`src/rtl/mem_arb_pkg.sv`:
```
// Shared types and default sizing for the instruction/data memory arbiter.
package mem_arb_pkg;

  localparam int unsigned DefAddrW     = 32;
  localparam int unsigned DefDataW     = 32;
  localparam int unsigned DefStarveMax = 4;
  localparam int unsigned DefTimeout   = 255;

  typedef enum logic [1:0] {
    StIdle,
    StBusyI,
    StBusyD
  } arb_state_t;

endpackage

```
`src/rtl/arb_timeout_ctr.sv`:
```
// Per-access watchdog: counts BUSY cycles without an ack and flags the last allowed cycle.
module arb_timeout_ctr #(
  parameter int unsigned TIMEOUT = 255
) (
  input  logic clk_i,
  input  logic rst_ni,
  input  logic clear_i,
  input  logic enable_i,
  output logic expired_o
);

  localparam int unsigned CntW = (TIMEOUT > 1) ? $clog2(TIMEOUT) : 1;

  logic [CntW-1:0] cnt_q, cnt_d;

  // High during the TIMEOUT-th waiting cycle, so the access ends on that edge.
  assign expired_o = (cnt_q == CntW'(TIMEOUT - 1));

  always_comb begin
    cnt_d = cnt_q;
    if (clear_i) begin
      cnt_d = '0;
    end else if (enable_i && !expired_o) begin
      cnt_d = cnt_q + CntW'(1);
    end
  end

  always_ff @(posedge clk_i or negedge rst_ni) begin
    if (!rst_ni) begin
      cnt_q <= '0;
    end else begin
      cnt_q <= cnt_d;
    end
  end

endmodule

```
`src/rtl/mem_arbiter.sv`:
```
// Arbitrates instruction fetch and data load/store onto one single-port memory,
// data first with a bounded starvation streak for fetch, plus a per-access timeout.
module mem_arbiter
  import mem_arb_pkg::*;
#(
  parameter int unsigned ADDR_W     = DefAddrW,
  parameter int unsigned DATA_W     = DefDataW,
  parameter int unsigned STARVE_MAX = DefStarveMax,
  parameter int unsigned TIMEOUT    = DefTimeout
) (
  input  logic              clk,
  input  logic              reset,
  input  logic              i_req,
  input  logic [ADDR_W-1:0] i_addr,
  output logic [DATA_W-1:0] i_rdata,
  output logic              i_done,
  input  logic              d_req,
  input  logic              d_we,
  input  logic [ADDR_W-1:0] d_addr,
  input  logic [DATA_W-1:0] d_wdata,
  output logic [DATA_W-1:0] d_rdata,
  output logic              d_done,
  output logic              mem_req,
  output logic              mem_we,
  output logic [ADDR_W-1:0] mem_addr,
  output logic [DATA_W-1:0] mem_wdata,
  input  logic              mem_ack,
  input  logic [DATA_W-1:0] mem_rdata,
  output logic              bus_err
);

  localparam int unsigned StrW = (STARVE_MAX > 0) ? $clog2(STARVE_MAX + 1) : 1;

  arb_state_t        state_q, state_d;
  logic              mem_req_q, mem_req_d;
  logic              mem_we_q, mem_we_d;
  logic [ADDR_W-1:0] mem_addr_q, mem_addr_d;
  logic [DATA_W-1:0] mem_wdata_q, mem_wdata_d;
  logic              i_done_q, i_done_d;
  logic              d_done_q, d_done_d;
  logic              bus_err_q, bus_err_d;
  logic [DATA_W-1:0] i_rdata_q, i_rdata_d;
  logic [DATA_W-1:0] d_rdata_q, d_rdata_d;
  logic [StrW-1:0]   streak_q, streak_d;

  logic i_elig, d_elig, at_max;
  logic tmo_clear, tmo_en, tmo_expired;

  // A requester still sees its own done this cycle; it must not be re-granted yet.
  assign i_elig = i_req & ~i_done_q;
  assign d_elig = d_req & ~d_done_q;
  assign at_max = (streak_q == StrW'(STARVE_MAX));

  always_comb begin
    state_d     = state_q;
    mem_req_d   = mem_req_q;
    mem_we_d    = mem_we_q;
    mem_addr_d  = mem_addr_q;
    mem_wdata_d = mem_wdata_q;
    i_rdata_d   = i_rdata_q;
    d_rdata_d   = d_rdata_q;
    streak_d    = streak_q;
    i_done_d    = 1'b0;
    d_done_d    = 1'b0;
    bus_err_d   = 1'b0;
    tmo_clear   = 1'b0;
    tmo_en      = 1'b0;

    unique case (state_q)
      StIdle: begin
        if (d_elig && !(i_elig && at_max)) begin
          state_d     = StBusyD;
          mem_req_d   = 1'b1;
          mem_we_d    = d_we;
          mem_addr_d  = d_addr;
          mem_wdata_d = d_wdata;
          tmo_clear   = 1'b1;
          if (!i_req) begin
            streak_d = '0;
          end else if (!at_max) begin
            streak_d = streak_q + StrW'(1);
          end
        end else if (i_elig) begin
          state_d    = StBusyI;
          mem_req_d  = 1'b1;
          mem_we_d   = 1'b0;
          mem_addr_d = i_addr;
          tmo_clear  = 1'b1;
          streak_d   = '0;
        end
      end

      StBusyI, StBusyD: begin
        // An ack on the expiry edge wins: the access completes normally.
        if (mem_ack || tmo_expired) begin
          state_d   = StIdle;
          mem_req_d = 1'b0;
          mem_we_d  = 1'b0;
          bus_err_d = ~mem_ack;
          if (state_q == StBusyI) begin
            i_done_d  = 1'b1;
            i_rdata_d = mem_ack ? mem_rdata : '0;
          end else begin
            d_done_d  = 1'b1;
            d_rdata_d = mem_ack ? mem_rdata : '0;
          end
        end else begin
          tmo_en = 1'b1;
        end
      end

      default: state_d = StIdle;
    endcase
  end

  always_ff @(posedge clk or negedge reset) begin
    if (!reset) begin
      state_q     <= StIdle;
      mem_req_q   <= 1'b0;
      mem_we_q    <= 1'b0;
      mem_addr_q  <= '0;
      mem_wdata_q <= '0;
      i_rdata_q   <= '0;
      d_rdata_q   <= '0;
      i_done_q    <= 1'b0;
      d_done_q    <= 1'b0;
      bus_err_q   <= 1'b0;
      streak_q    <= '0;
    end else begin
      state_q     <= state_d;
      mem_req_q   <= mem_req_d;
      mem_we_q    <= mem_we_d;
      mem_addr_q  <= mem_addr_d;
      mem_wdata_q <= mem_wdata_d;
      i_rdata_q   <= i_rdata_d;
      d_rdata_q   <= d_rdata_d;
      i_done_q    <= i_done_d;
      d_done_q    <= d_done_d;
      bus_err_q   <= bus_err_d;
      streak_q    <= streak_d;
    end
  end

  arb_timeout_ctr #(
    .TIMEOUT(TIMEOUT)
  ) u_timeout (
    .clk_i    (clk),
    .rst_ni   (reset),
    .clear_i  (tmo_clear),
    .enable_i (tmo_en),
    .expired_o(tmo_expired)
  );

  assign mem_req   = mem_req_q;
  assign mem_we    = mem_we_q;
  assign mem_addr  = mem_addr_q;
  assign mem_wdata = mem_wdata_q;
  assign i_rdata   = i_rdata_q;
  assign d_rdata   = d_rdata_q;
  assign i_done    = i_done_q;
  assign d_done    = d_done_q;
  assign bus_err   = bus_err_q;

endmodule

```
`config.mk`:
```
export PLATFORM = sky130hd
export DESIGN_NAME = mem_arbiter
export DESIGN_NICKNAME = d
export VERILOG_FILES = /design/src/rtl/mem_arb_pkg.sv /design/src/rtl/arb_timeout_ctr.sv /design/src/rtl/mem_arbiter.sv
export SDC_FILE = /design/constraint.sdc
export NUM_CORES = 1
export LEC_CHECK = 0
export BUFFER_PORTS_ARGS = -buffer_cell sky130_fd_sc_hd__buf_2
export CAP_MARGIN = 20
export CORE_MARGIN = 2
export CORE_UTILIZATION = 45
export DETAILED_ROUTE_END_ITERATION = 12
export PLACE_DENSITY_LB_ADDON = 0.1
export REMOVE_ABC_BUFFERS = 1
export SYNTH_ARGS = -nofsm -noshare
export SYNTH_HDL_FRONTEND = slang
export SYNTH_HIERARCHICAL = 1
export SYNTH_SLANG_ARGS = --single-unit
```
`constraint.sdc`:
```
create_clock -name clk -period 6.26 [get_ports clk]
set_input_delay 1.252 -clock clk [delete_from_list [all_inputs] [get_ports clk]]
set_output_delay 1.252 -clock clk [all_outputs]
set_load 0.01 [all_outputs]
```
==> results of run 1 <==
## final cells by class
type,count,area [um^2]
Inverter,12,45.0
Clock inverter,8,146
Multi-Input combinational cell,396,2430
Sequential cell,146,3650
Tap cell,180,225
Timing Repair Buffer,271,1390
Fill cell,1220,5490
Clock buffer,24,502
## final timing paths
kind | depth (start not counted) | start | slack [ns] | endpoint
min in group asynchronous | 1 | reset | 0.89 | d_rdata[22]
max reg2reg | 6 | state_q[0] | 3.83 | streak_q[2]
min reg2reg | 2 | i_rdata[23] | 0.48 | i_rdata[23]
min | 2 | i_rdata[23] | 0.48 | i_rdata[23]
max | 6 | mem_ack | 3.56 | u_timeout/cnt_q[3]
max in group asynchronous | 2 | reset | 4.10 | mem_wdata[8]
## Yosys cell counts, types with 3 or more instances
library cell | instances | share of area (%)
mux2_4 | 31 | 7.3
mux2_2 | 3 | 0.53
buf_6 | 8 | 1.4
ha_1 | 6 | 1.2
buf_12 | 3 | 0.94
buf_4 | 3 | 0.35
nor2_1 | 42 | 2.5
a31oi_2 | 20 | 3.9
dfrtp_1 | 146 | 57
inv_1 | 12 | 0.70
o21ai_0 | 23 | 1.8
clkbuf_1 | 6 | 0.35
a31oi_1 | 14 | 1.4
buf_2 | 17 | 1.3
nand3_1 | 6 | 0.47
a21oi_1 | 5 | 0.39
mux2i_1 | 3 | 0.47
nor2b_1 | 4 | 0.39
o21ai_1 | 45 | 3.5
a32o_1 | 3 | 0.47
nand2_1 | 163 | 9.5
## power by group
group	switching, mW	internal (mW)
Sequential	0.227	1.37
Clock	0.376	0.721
Combinational	0.965	0.777
## critical path, stage by stage
cell and delay [ns]:
buf_2 0.32, or3b_1 0.53, inv_1 0.18, and3_1 0.21
o211a_1 0.19, mux2_4 0.29
## kinds of logic after synthesis
| family | share of synthesized area (%) |
|---|---|
| buffers and inverters | 5.08 |
| and+or+nand+nor | 14.9 |
| muxes | 8.61 |
| AOI/OAI and AO/OA | 13.3 |
| adders and majority gates | 1.17 |
| DFF | 57.0 |
## layout by cell type (no fill, tap or decap), types with 6 or more instances in the layout
cell type	netlist	final
nand3_1	6	6
a31oi_1	14	14
clkbuf_16	0	17
mux2_4	31	31
o21ai_0	23	23
inv_1	12	12
nor2_1	42	42
o21ai_1	45	45
dfrtp_1	146	146
buf_2	17	265
nand2_1	163	163
ha_1	6	6
a31oi_2	20	20
## stage by stage
step                      util, %  power [mW]  cell area [um^2]  hold WS, ns  worst slack [ns]
final                        60.4        4.43              8390        0.477              3.56
after global routing         60.4        4.76              8390        0.502              3.44
after CTS                    60.3        4.48              8370        0.481              3.56
after detailed placement     55.6        3.36              7720        0.467              3.13
after global placement       55.6        3.31              7720        0.456              3.17
after floorplan                 -        2.67              6130        0.466              2.41
## registers in the layout, indices dropped and copies added (netlist names), 2 cells and up
register	flops
d_rdata	32
i_rdata	32
mem_addr	32
mem_wdata	32
state_q	2
streak_q	3
u_timeout/cnt_q	8
## per-layer routing
metal	track usage [%]	vias up	routed length (um)
met5	0	-	0
met4	5.97	0	157
met3	6.32	13	1270
met2	33.7	187	7270
met1	25.4	2407	6460
li1	-	2495	-
==> run_results.csv, run 1 <==
group,metric,value,unit
status,status,"finished clean",
sta,period_share,43.1,%
sta,fmax,370,MHz
floorplan,coreArea,13900,um^2
drt,vias,5102,
hold_path,hold_path_class,"reg2reg",
sta,rsz0062_at_grt,"no",
yosys,ys_ff_latch,146,
placed_design,dp_cells,1004,
global_route,grt_max_degree,90,
drt,drtIter0Drc,288,
global_route,grtUsageTotal,20.3,%
sta,drv_slew,0,
final_layout,drive_gt1_share,42.7,%
yosys,synth-edff-count,0,
clock_tree,path_clk_slew,0.06,ns
drt,wl,15200,um
placed_design,io_buffers,266,
sta,setup_viol,0,
floorplan,die_width,123,um
floorplan,ioPinCount,267,
yosys,yosysWarnings,6,
final_layout,nets,984,
final_layout,layout.cells.non_filler,1037,
drt,vias_per_cell,4.92,
clock_tree,cts_hold_buf,0,
sta,worst_pin_slew,0.817,ns
drt,drc_errors,0,
global_route,overflow,0,
yosys,ys_types,43,
global_route,grt_pass1_wl,24100,um
final_layout,diodes,0,
clock_tree,clock_latency,0.41,ns
worst_setup_path,startpoint_type,"input port",
yosys,netlist_instances,591,
worst_setup_path,crit_required,6.55,ns
drt,drt-pass1-iter-count,4,
sta,hold_viol,0,
clock_tree,cts_resized,0,
worst_setup_path,cp.arrival,2.99,ns
yosys,avgSynthCellArea,10.8,um^2
final_layout,areaGrowthSynthToFinish,30.9,%
sta,min_period,2.70,ns
clock_tree,cts_htree_levels,4,
sta,slew_headroom,45.6,%
sta,tns,0,ns
power_and_ir_drop,p_leak,4.35,nW
floorplan,die_area,15200,um^2
clock_tree,clock-root-buffer,"clkbuf_16",
global_route,grt_antenna_before_repair,0,
clock_tree,cts_buffers,17,
power_and_ir_drop,powerDensity,529,nW/um^2
clock_tree,cts_buffer_depth,2,
floorplan,start_util,46.2,%
clock_tree,cts_sinks,146,
worst_setup_path,critPathMaxFanout,36,
yosys,ys_seq_area_share,57.0,%
yosys,synth_flop_cell,"dfrtp_1",
drt,wl_per_cell,14.6,um
drt,ant_nets,0,
worst_setup_path,cp-end-kind,"register",
placed_design,dp_hpwl,10600,um
power_and_ir_drop,irDropWorstVdd,195,uV
floorplan,fp-row-count,43,
job,drv_cap,0,
clock_tree,tritoncts,"done",
sta,skew,0.00698,ns
global_route,grt_pass1_vias,5038,
worst_setup_path,critical_path_class,"in2reg",
yosys,async_flop_share,100,%
yosys,syn_area,6410,um^2
floorplan,dieHeight,123,um
placed_design,gp_congestion,0.843,
clock_tree,post-cts-setup-buffers,0,
No activity file was read; power rests on OpenSTA's default activity.
==> run 2: changes to the inputs <==
--- a/config.mk
+++ b/config.mk
@@ -5,6 +5,7 @@
 export SDC_FILE = /design/constraint.sdc
 export NUM_CORES = 1
 export LEC_CHECK = 0
+export ABC_AREA = 1
 export BUFFER_PORTS_ARGS = -buffer_cell sky130_fd_sc_hd__buf_2
 export CAP_MARGIN = 20
 export CORE_MARGIN = 2
==> constraint.sdc (replaced) <==
create_clock -name clk -period 2.8 [get_ports clk]
set_input_delay 0.56 -clock clk [delete_from_list [all_inputs] [get_ports clk]]
set_output_delay 0.56 -clock clk [all_outputs]
set_load 0.01 [all_outputs]
==> run_results.csv, run 2 <==
group,metric,value,unit
sta,setup_viol,0,
clock_tree,path_clk_slew,0.06,ns
clock_tree,cts_htree_levels,4,
yosys,avgSynthCellArea,8.39,um^2
placed_design,pre_cts_ws,0.883,ns
power_and_ir_drop,powerDensity,1080,nW/um^2
final_layout,nets,1198,
global_route,grtUsageTotal,21.2,%
clock_tree,clock_latency,0.42,ns
clock_tree,clock-root-buffer,"clkbuf_16",
global_route,grt_pass1_vias,5514,
drt,ant_nets,0,
floorplan,dieHeight,126,um
power_and_ir_drop,irDropWorstVdd,516,uV
clock_tree,tritoncts,"done",
yosys,synth-edff-count,0,
worst_setup_path,critical_path_class,"reg2reg",
floorplan,fp-row-count,44,
drt,vias,5843,
placed_design,dp_cells,1223,
clock_tree,cts_resized,0,
floorplan,die_area,16000,um^2
worst_setup_path,critPathMaxFanout,5,
drt,drc_errors,0,
placed_design,dp_hpwl,11900,um
final_layout,layout_common_cells,"265 x nand2_1, 265 x buf_2, 146 x dfrtp_1",
final_layout,postLayoutCoreUtil,60.1,%
worst_setup_path,cp.arrival,2.29,ns
sta,fmax,518,MHz
drt,drt-pass1-iter-count,4,
yosys,ys_seq_area_share,54.2,%
final_layout,areaGrowthSynthToFinish,30.0,%
floorplan,ioPinCount,267,
floorplan,die_width,126,um
sta,slew_headroom,53.5,%
hold_path,hold_path_class,"in2async",
global_route,grt_antenna_before_repair,1,
yosys,yosys-top-cells-area,"dfrtp_1 54%, nand2_1 15%, inv_1 6.5%, nand3_1 5.6%, o21ai_2 3.5%",
placed_design,io_buffers,266,
global_route,grt_max_degree,76,
worst_setup_path,crit_required,3.16,ns
worst_setup_path,cp-end-kind,"register",
floorplan,start_util,46.2,%
sta,min_period,1.93,ns
clock_tree,post-cts-setup-buffers,0,
placed_design,gp_congestion,0.849,
sta,drv_slew,0,
sta,worst_pin_slew,0.697,ns
sta,layout_setup_ws,0.870,ns
sta,tns,0,ns
yosys,synth_largest_area_cell,"dfrtp_1",
worst_setup_path,r2r-start,"u_timeout/cnt_q[0]",
worst_setup_path,startpoint_type,"register",
final_layout,layout.cells.non_filler,1255,
clock_tree,cts_hold_buf,0,
drt,vias_per_cell,4.66,
yosys,ys_ff_latch,146,
yosys,async_flop_share,100,%
clock_tree,cts_buffers,17,
clock_tree,cts_sinks,146,
clock_tree,cts_buffer_depth,2,
yosys,syn_area,6740,um^2
final_layout,nFillCells,1379,
yosys,netlist_instances,803,
yosys,synth_most_common_cell,"nand2_1",
final_layout,diodes,0,
yosys,yosysTopAreaCellShare,54.2,%
status,status,"finished clean",
sta,rsz0062_at_grt,"no",
yosys,synth_flop_cell,"dfrtp_1",
global_route,overflow,0,
final_layout,drive_gt1_share,34.2,%
drt,drtIter0Drc,301,
yosys,yosysWarnings,6,
yosys,synth_common_cells,"267 x nand2_1, 146 x dfrtp_1, 116 x inv_1",
global_route,grt_pass1_wl,27100,um
job,drv_cap,0,
power_and_ir_drop,p_leak,5.12,nW
sta,period_share,68.9,%
drt,wl_per_cell,13.3,um
floorplan,coreArea,14600,um^2
worst_setup_path,crit_path_start,"u_timeout/cnt_q[0]",
drt,wl,16700,um
sta,hold_viol,0,
yosys,ys_types,30,
sta,skew,0.0129,ns
run 2: changes by cell type in the layout (fill, tap and decap cells not counted), sizes merged, moves of 5 or more:
cell,delta
nor2,-19
mux2,-36
nand3,+69
buf,+5
a31oi,-34
clkbuf,-5
inv,+111
nor2b,-6
o21ai,+28
nand2,+120
run 2: stage by stage:
stage | hold slack [ns] | area, um^2 | power [mW]
final | 0.152 | 8760 | 9.46
after global routing | 0.198 | 8760 | 10.2
after CTS | 0.176 | 8760 | 9.59
after detailed placement | 0.458 | 8160 | 7.26
after global placement | 0.458 | 8160 | 7.21
after floorplan | 0.264 | 6460 | 5.63
run 2: cell families after synthesis:
| kind of cell | share of synthesized area (%) |
|---|---|
| AOI/OAI and AO/OA | 8.86 |
| xor gates and xnor gates | 0.390 |
| adders and majority gates | 1.11 |
| buffers and inverters | 11.1 |
| DFF | 54.2 |
| and+or+nand+nor | 24.3 |
run 2: worst max-delay path, cell delays in order (launching register included):
cell,delay (ns)
dfrtp_1,0.37
clkinv_1,0.13
ha_1,0.23
nand2_1,0.08
nor2_2,0.04
nand2_2,0.08
inv_1,0.06
nor2_2,0.12
nand2_1,0.10
inv_1,0.15
inv_1,0.05
a21oi_1,0.24
nand4_1,0.13
nand2_1,0.08
run 2: area by class of cell:
type | count | area [um^2] | share of cell area (%)
flip-flops and latches | 146 | 3650 | 41.7
multi-input cells | 495 | 2340 | 26.7
repair buffers | 276 | 1460 | 16.7
inverters | 122 | 468 | 5.34
clock buffers | 19 | 453 | 5.17
well taps | 184 | 230 | 2.63
clock inverters | 13 | 151 | 1.73
run 2: metal layers:
layer  track usage [%]  wire length, um  up-vias
met4              7.50              312        2
li1                  -                -     2971
met1              28.3             7480     2634
met2              32.4             7470      214
met5                 0               13        -
met3              7.42             1410       22
run 2: final timing paths:
| kind | to | cells after the start | slack (ns) |
|---|---|---|---|
| worst min register to register | mem_req | 2 | 0.47 |
| max in group asynchronous | d_rdata[10] | 2 | 1.95 |
| worst max register to register | u_timeout/cnt_q[7] | 13 | 0.87 |
| worst max-delay path | u_timeout/cnt_q[7] | 13 | 0.87 |
| worst min-delay path | mem_wdata[0] | 1 | 0.15 |
| min in group clk | mem_wdata[21] | 3 | 0.37 |
run 2: power by group:
| part | leakage (nW) | internal [mW] | switching [mW] | total (mW) |
|---|---|---|---|---|
| Clock | 0.288 | 1.37 | 0.907 | 2.28 |
| Sequential | 1.87 | 3.04 | 0.493 | 3.53 |
| Combinational | 2.96 | 1.42 | 2.23 | 3.65 |
